--- config.mk ---
export PLATFORM = sky130hd
export DESIGN_NAME = wb_tdm_audio_out
export DESIGN_NICKNAME = d
export VERILOG_FILES = /design/src/rtl/wb_tdm_audio_out.sv
export SDC_FILE = /design/constraint.sdc
export NUM_CORES = 2
export LEC_CHECK = 0
export BUFFER_PORTS_ARGS = -buffer_cell sky130_fd_sc_hd__buf_2
export CAP_MARGIN = 15
export CORE_MARGIN = 3
export CORE_UTILIZATION = 47
export DETAILED_ROUTE_END_ITERATION = 10
export GPL_ROUTABILITY_DRIVEN = 1
export GPL_TIMING_DRIVEN = 0
export HOLD_SLACK_MARGIN = 0.12
export PLACE_DENSITY_LB_ADDON = 0.3
export SKIP_CTS_REPAIR_TIMING = 1
export SYNTH_ARGS = -nofsm -noshare
export SYNTH_HDL_FRONTEND = slang
export SYNTH_SLANG_ARGS = --single-unit
--- constraint.sdc ---
create_clock -name clk_clk -period 5.6 [get_ports clk_clk]
set_input_delay 1.12 -clock clk_clk [delete_from_list [all_inputs] [get_ports clk_clk]]
set_output_delay 1.12 -clock clk_clk [all_outputs]
set_load 0.03 [all_outputs]
--- src/rtl/wb_tdm_audio_out.sv ---
// Wishbone-fed sample FIFO driving a multichannel TDM codec link.
// Frames are popped atomically: a frame is transmitted only if every channel's sample is buffered.
module wb_tdm_audio_out #(
    parameter int unsigned SAMPLE_W   = 24,
    parameter int unsigned SLOT_BITS  = 32,
    parameter int unsigned CHANNELS   = 8,
    parameter int unsigned FIFO_DEPTH = 64,
    parameter int unsigned CLK_DIV    = 4
) (
    input  logic        clk_clk,
    input  logic        reset_reset_n,
    input  logic        wb_cyc_i,
    input  logic        wb_stb_i,
    input  logic [3:0]  wb_adr_i,
    input  logic        wb_we_i,
    input  logic [3:0]  wb_sel_i,
    input  logic [31:0] wb_dat_i,
    output logic [31:0] wb_dat_o,
    output logic        wb_ack_o,
    output logic        wb_err_o,
    output logic        tdm_bclk,
    output logic        tdm_fsync,
    output logic        tdm_sdata
);
    localparam int unsigned AW    = $clog2(FIFO_DEPTH);
    localparam int unsigned LVL_W = AW + 1;
    localparam int unsigned BW    = $clog2(SLOT_BITS);
    localparam int unsigned SW    = $clog2(CHANNELS);
    localparam int unsigned DW    = (CLK_DIV > 1) ? $clog2(CLK_DIV) : 1;

    logic                 ack_q, err_q, en_q, flush_q, push_q, uf_clr_q, uf_q;
    logic [31:0]          dat_q;
    logic [SAMPLE_W-1:0]  push_data_q;
    logic [AW-1:0]        wr_ptr_q, rd_ptr_q;
    logic [LVL_W-1:0]     level_q;
    logic [SAMPLE_W-1:0]  mem [FIFO_DEPTH];

    logic [DW-1:0]        div_q, div_d;
    logic [BW-1:0]        bit_q, bit_d;
    logic [SW-1:0]        slot_q, slot_d;
    logic [SLOT_BITS-1:0] shreg_q, shreg_d, word;
    logic                 bclk_q, bclk_d, loaded_q, loaded_d, fvalid_q, fvalid_d;
    logic                 fsync_q, fsync_d, sdata_q, sdata_d;
    logic                 present, pop, uf_set, valid;

    logic        req, is_data, is_ctrl, is_stat, is_rsvd, full, empty, bad, wr_ok;
    logic [31:0] rdata;
    logic        unused_bits;

    assign unused_bits = ^{wb_sel_i, wb_adr_i[1:0], wb_dat_i};

    // A request is only accepted when the previous cycle did not terminate one.
    assign req     = wb_cyc_i & wb_stb_i & ~ack_q & ~err_q;
    assign is_data = (wb_adr_i[3:2] == 2'd0);
    assign is_ctrl = (wb_adr_i[3:2] == 2'd1);
    assign is_stat = (wb_adr_i[3:2] == 2'd2);
    assign is_rsvd = (wb_adr_i[3:2] == 2'd3);
    assign full    = (level_q == LVL_W'(FIFO_DEPTH));
    assign empty   = (level_q == '0);
    assign bad     = is_rsvd | (is_data & wb_we_i & full);
    assign wr_ok   = req & ~bad & wb_we_i;

    always_comb begin
        rdata = '0;
        if (is_ctrl) begin
            rdata[0] = en_q;
        end else if (is_stat) begin
            rdata[15:0] = 16'(level_q);
            rdata[16]   = uf_q;
            rdata[17]   = full;
            rdata[18]   = empty;
        end
    end

    always_ff @(posedge clk_clk or negedge reset_reset_n) begin
        if (!reset_reset_n) begin
            ack_q       <= 1'b0;
            err_q       <= 1'b0;
            dat_q       <= '0;
            en_q        <= 1'b0;
            flush_q     <= 1'b0;
            push_q      <= 1'b0;
            push_data_q <= '0;
            uf_clr_q    <= 1'b0;
        end else begin
            ack_q    <= req & ~bad;
            err_q    <= req & bad;
            dat_q    <= (req & ~bad & ~wb_we_i) ? rdata : '0;
            flush_q  <= wr_ok & is_ctrl & wb_dat_i[1];
            push_q   <= wr_ok & is_data;
            uf_clr_q <= wr_ok & is_stat & wb_dat_i[16];
            if (wr_ok & is_ctrl) en_q <= wb_dat_i[0];
            if (wr_ok & is_data) push_data_q <= wb_dat_i[SAMPLE_W-1:0];
        end
    end

    assign wb_ack_o  = ack_q;
    assign wb_err_o  = err_q;
    assign wb_dat_o  = dat_q;
    assign tdm_bclk  = bclk_q & en_q;
    assign tdm_fsync = fsync_q & en_q;
    assign tdm_sdata = sdata_q & en_q;

    // Serialiser: loaded_q marks that the bit at the current position is on the pins.
    always_comb begin
        div_d    = div_q;
        bclk_d   = bclk_q;
        bit_d    = bit_q;
        slot_d   = slot_q;
        loaded_d = loaded_q;
        fvalid_d = fvalid_q;
        fsync_d  = fsync_q;
        sdata_d  = sdata_q;
        shreg_d  = shreg_q;
        word     = '0;
        valid    = fvalid_q;
        present  = 1'b0;
        pop      = 1'b0;
        uf_set   = 1'b0;
        if (flush_q) begin
            div_d    = '0;
            bclk_d   = 1'b0;
            bit_d    = '0;
            slot_d   = '0;
            loaded_d = 1'b0;
            fvalid_d = 1'b0;
            fsync_d  = 1'b0;
            sdata_d  = 1'b0;
            shreg_d  = '0;
        end else if (en_q) begin
            if (!loaded_q) begin
                present  = 1'b1;
                loaded_d = 1'b1;
                div_d    = '0;
            end else if (div_q == DW'(CLK_DIV - 1)) begin
                div_d   = '0;
                bclk_d  = ~bclk_q;
                present = bclk_q;
            end else begin
                div_d = div_q + DW'(1);
            end
            if (present) begin
                fsync_d = (slot_q == '0) && (bit_q == '0);
                if (bit_q == '0) begin
                    if (slot_q == '0) begin
                        valid    = (level_q >= LVL_W'(CHANNELS));
                        fvalid_d = valid;
                        uf_set   = ~valid;
                    end
                    if (valid) begin
                        pop  = 1'b1;
                        word = SLOT_BITS'(mem[rd_ptr_q]) << (SLOT_BITS - SAMPLE_W);
                    end
                    sdata_d = word[SLOT_BITS-1];
                    shreg_d = word << 1;
                end else begin
                    sdata_d = shreg_q[SLOT_BITS-1];
                    shreg_d = shreg_q << 1;
                end
                if (bit_q == BW'(SLOT_BITS - 1)) begin
                    bit_d  = '0;
                    slot_d = (slot_q == SW'(CHANNELS - 1)) ? '0 : slot_q + SW'(1);
                end else begin
                    bit_d = bit_q + BW'(1);
                end
            end
        end
    end

    always_ff @(posedge clk_clk or negedge reset_reset_n) begin
        if (!reset_reset_n) begin
            div_q    <= '0;
            bclk_q   <= 1'b0;
            bit_q    <= '0;
            slot_q   <= '0;
            loaded_q <= 1'b0;
            fvalid_q <= 1'b0;
            fsync_q  <= 1'b0;
            sdata_q  <= 1'b0;
            shreg_q  <= '0;
            uf_q     <= 1'b0;
            wr_ptr_q <= '0;
            rd_ptr_q <= '0;
            level_q  <= '0;
        end else begin
            div_q    <= div_d;
            bclk_q   <= bclk_d;
            bit_q    <= bit_d;
            slot_q   <= slot_d;
            loaded_q <= loaded_d;
            fvalid_q <= fvalid_d;
            fsync_q  <= fsync_d;
            sdata_q  <= sdata_d;
            shreg_q  <= shreg_d;
            if (uf_set) uf_q <= 1'b1;
            else if (uf_clr_q) uf_q <= 1'b0;
            if (flush_q) begin
                wr_ptr_q <= '0;
                rd_ptr_q <= '0;
                level_q  <= '0;
            end else begin
                if (push_q) wr_ptr_q <= wr_ptr_q + AW'(1);
                if (pop) rd_ptr_q <= rd_ptr_q + AW'(1);
                if (push_q && !pop) level_q <= level_q + LVL_W'(1);
                else if (pop && !push_q) level_q <= level_q - LVL_W'(1);
            end
        end
    end

    always_ff @(posedge clk_clk) begin
        if (push_q && !flush_q) mem[wr_ptr_q] <= push_data_q;
    end
endmodule

==> impl_metrics.py <==
metrics = {
    "power": {
        "power_mw": 30.0,
        "p_per_area_nw_per_um2": 415,
        "p_leak_nw": 23.0,
        "peakVddDrop_uv": 295,
    },
    "synth": {
        "ys_ff_latch": 1634,
        "ys_types": 62,
        "synth-edff-count": 1536,
        "synth_area_leader_cell": "edfxtp_1",
        "syn-instance-count": 2879,
        "async_flop_share": 0.0600,
        "netlist.area_leader.share": 0.731,
        "synth_seq_area_share": 0.770,
        "syn_area_per_cell_um2": 21.9,
        "synth_area_leaders": "edfxtp_1 (73%), mux4_2 (15%), dfrtp_1 (3.9%), mux2i_1 (0.83%), buf_2 (0.61%)",
        "ys.flop_type": "edfxtp_1",
        "netlist_area_um2": 63100,
        "yosysWarnings": 0,
    },
    "floorplan": {
        "start_util": 0.477,
        "row_count": 133,
        "die_area_um2": 139000,
        "chipWidth_um": 372,
        "core_um2": 132000,
        "fp.dieH_um": 372,
        "num_io_pins": 82,
    },
    "run": {
        "drv_cap": 0,
    },
    "global_route": {
        "overflow": 0,
        "track_usage": 0.235,
        "first_global_vias": 31100,
        "antenna_found_initial": 5,
        "grt_max_degree": 66,
        "grt_pass1_wl_um": 229000,
    },
    "setup_path": {
        "crit_path_start_kind": "flip-flop",
        "end_kind": "flip-flop",
        "cp_data_required_time_ps": 6060,
        "critPathArrivalTime_ps": 4250,
        "critPathKind": "reg2reg",
        "cp_max_fo": 15,
    },
    "routing": {
        "wl_per_cell_um": 31.6,
        "first_pass_iters": 5,
        "drc_errors": 0,
        "postRouteAntennaNets": 0,
        "first_iter_violations": 3817,
        "drt-vias-per-instance": 6.11,
        "finalWirelength_um": 160000,
        "vias": 30900,
    },
    "cells_and_area": {
        "area_growth_pct": 14.8,
        "post-route-util": 0.547,
        "layout-drive-gt1-share": 0.303,
        "fillers": 9716,
        "layout.nets": 3230,
    },
    "sta": {
        "setup_slack_ps": 1810,
        "fmax_mhz": 264,
        "final-hold-violation-count": 0,
        "whs_ps": 353,
        "relSlewSlack": 0.175,
        "period_minus_slack_ps": 3790,
        "fin_skew_ps": 24.4,
        "tightest_slew_ps": 1240,
        "rsz0062_at_grt": "no",
        "setup_violations": 0,
        "final.setup.tns_ps": 0,
        "finalMaxSlewViolations": 0,
        "post-route-period-util": 0.677,
    },
    "cts": {
        "clock_latency_ps": 770,
        "cts_tree": "built",
        "clock_path_buffers": 3,
        "cts.sinks": 1634,
        "cts-root-buf": "clkbuf_16",
        "cts_buffers": 162,
        "h-tree-depth": 4,
        "cts.reportedPaths.clkPinSlew_ps": 60,
    },
    "place": {
        "io_buffers": 45,
        "gp_congestion": 0.909,
        "pre_cts_ws_ps": 1920,
        "hpwlAfterDp_um": 107000,
    },
    "status": {
        "status": "finished clean",
    },
    "min_path": {
        "hold_class": "in2async",
    },
}
[kinds of logic (layout without fill, tap and decap cells)]
| logic type | Yosys count | in the layout | synth area share |
|---|---|---|---|
| XOR/XNOR | 16 | 16 | 0.00234 |
| buffers and inverters | 193 | 596 | 0.0162 |
| flip-flops | 1634 | 1634 | 0.770 |
| adder cells (fa/ha/maj) | 16 | 16 | 0.00329 |
| multiplexers | 491 | 491 | 0.160 |
| AND/OR/NAND/NOR | 339 | 339 | 0.0264 |
| AO/OA/AOI/OAI | 189 | 189 | 0.0213 |
| other | 1 | 23 | 0.0000594 |
[worst max-delay path, cell delays in order, from the launching register on]
cell and delay, ps:
dfrtp_1 540, clkbuf_1 470, nand4_1 1040, nor2_2 1170, buf_8 250
[sequential cells by signal (all words and copies together) (netlist names), 2 cells and up]
name / cells
mem: 1536
wr_ptr_q: 6
rd_ptr_q: 6
slot_q: 3
bit_q: 5
wb_dat_o: 10
push_data_q: 24
shreg_q: 23
level_q: 7
div_q: 2
[cell usage after synthesis (2+ instances only)]
library cell	n
nand2_1	83
nor2_1	99
and2_1	14
buf_1	15
o22ai_1	29
xnor2_1	7
mux2_2	26
a21oi_1	38
xor2_1	8
buf_6	11
o21ai_0	16
or4_1	15
or2_2	3
nand3_1	67
a31oi_1	2
nand2b_1	4
dfrtp_1	98
nor2b_1	13
nor3_2	2
a22oi_1	39
a21o_1	2
mux4_2	413
nor3_1	5
buf_4	32
or3_1	6
buf_2	77
a41o_1	9
a221oi_1	9
inv_1	12
a32oi_1	13
nor3b_1	3
ha_1	15
a22o_1	14
nand3b_1	3
mux2i_1	52
or3b_2	4
clkbuf_1	46
nand4_1	5
o221ai_1	9
and3_1	4
edfxtp_1	1536
[cells in the final DEF (no fill, tap or decap), drive strengths merged, types with 5 or more instances in the layout]
cell | synthesis | routed
dfrtp | 98 | 98
o221ai | 9 | 9
a32oi | 13 | 13
xor2 | 8 | 8
a221oi | 9 | 9
nand3 | 67 | 67
a41o | 9 | 9
a22o | 14 | 14
and2 | 14 | 14
or3 | 6 | 6
nand4 | 5 | 5
xnor2 | 8 | 8
ha | 15 | 15
buf | 135 | 240
mux4 | 413 | 413
nor2b | 13 | 13
a22oi | 39 | 39
bufinv | 0 | 10
mux2i | 52 | 52
nor3 | 7 | 7
inv | 12 | 17
or4 | 15 | 15
nor2 | 100 | 100
a21oi | 38 | 38
mux2 | 26 | 26
clkbuf | 46 | 262
o22ai | 30 | 30
o21ai | 16 | 16
clkinv | 0 | 63
edfxtp | 1536 | 1536
conb | 1 | 22
nand2 | 83 | 83
[area by class of cell]
| cell class | instances | area, µm² | area share |
|---|---|---|---|
| Timing Repair Buffer | 105 | 1440 | 0.0199 |
| Buffer | 181 | 980 | 0.0135 |
| Tap cell | 1755 | 2200 | 0.0303 |
| Sequential cell | 1634 | 48600 | 0.671 |
| Antenna cell | 1 | 2.50 | 0.0000346 |
| Inverter | 12 | 45.0 | 0.000622 |
| Multi-Input combinational cell | 1073 | 13900 | 0.192 |
| Clock inverter | 82 | 733 | 0.0101 |
| Clock buffer | 216 | 4510 | 0.0622 |
[where the power goes]
| part | leakage (nW) | internal [mW] | switching [mW] |
|---|---|---|---|
| clock | 2.56 | 6.13 | 4.49 |
| combinational | 5.16 | 1.92 | 2.61 |
| sequential | 15.2 | 14.3 | 0.603 |
[path summary, 6_finish.rpt]
kind	from	to	slack, ps	cells after the start
min in group clk_clk	uf_clr_q	uf_q	470	1
setup reg to reg	push_q	mem[51][10]	1810	4
hold reg to reg	uf_clr_q	uf_q	470	1
max in group asynchronous	reset_reset_n	shreg_q[20]	4500	2
hold / removal	reset_reset_n	div_q[0]	350	1
setup / recovery	push_q	mem[51][10]	1810	4
[metal layers]
layer | wire length, µm | GRT usage
met5 | 0 | 0
met4 | 6210 | 0.0864
met3 | 13800 | 0.0448
met2 | 76900 | 0.370
met1 | 62900 | 0.332
[metrics by stage]
stage | area (µm²) | instances
finish | 72400 | 5059
global route | 72400 | 5058
CTS | 72400 | 5058
detailed placement | 67200 | 4760
global placement | 65600 | 4700
floorplan | 63200 | 2900
No activity file was read; power rests on OpenSTA's default activity.
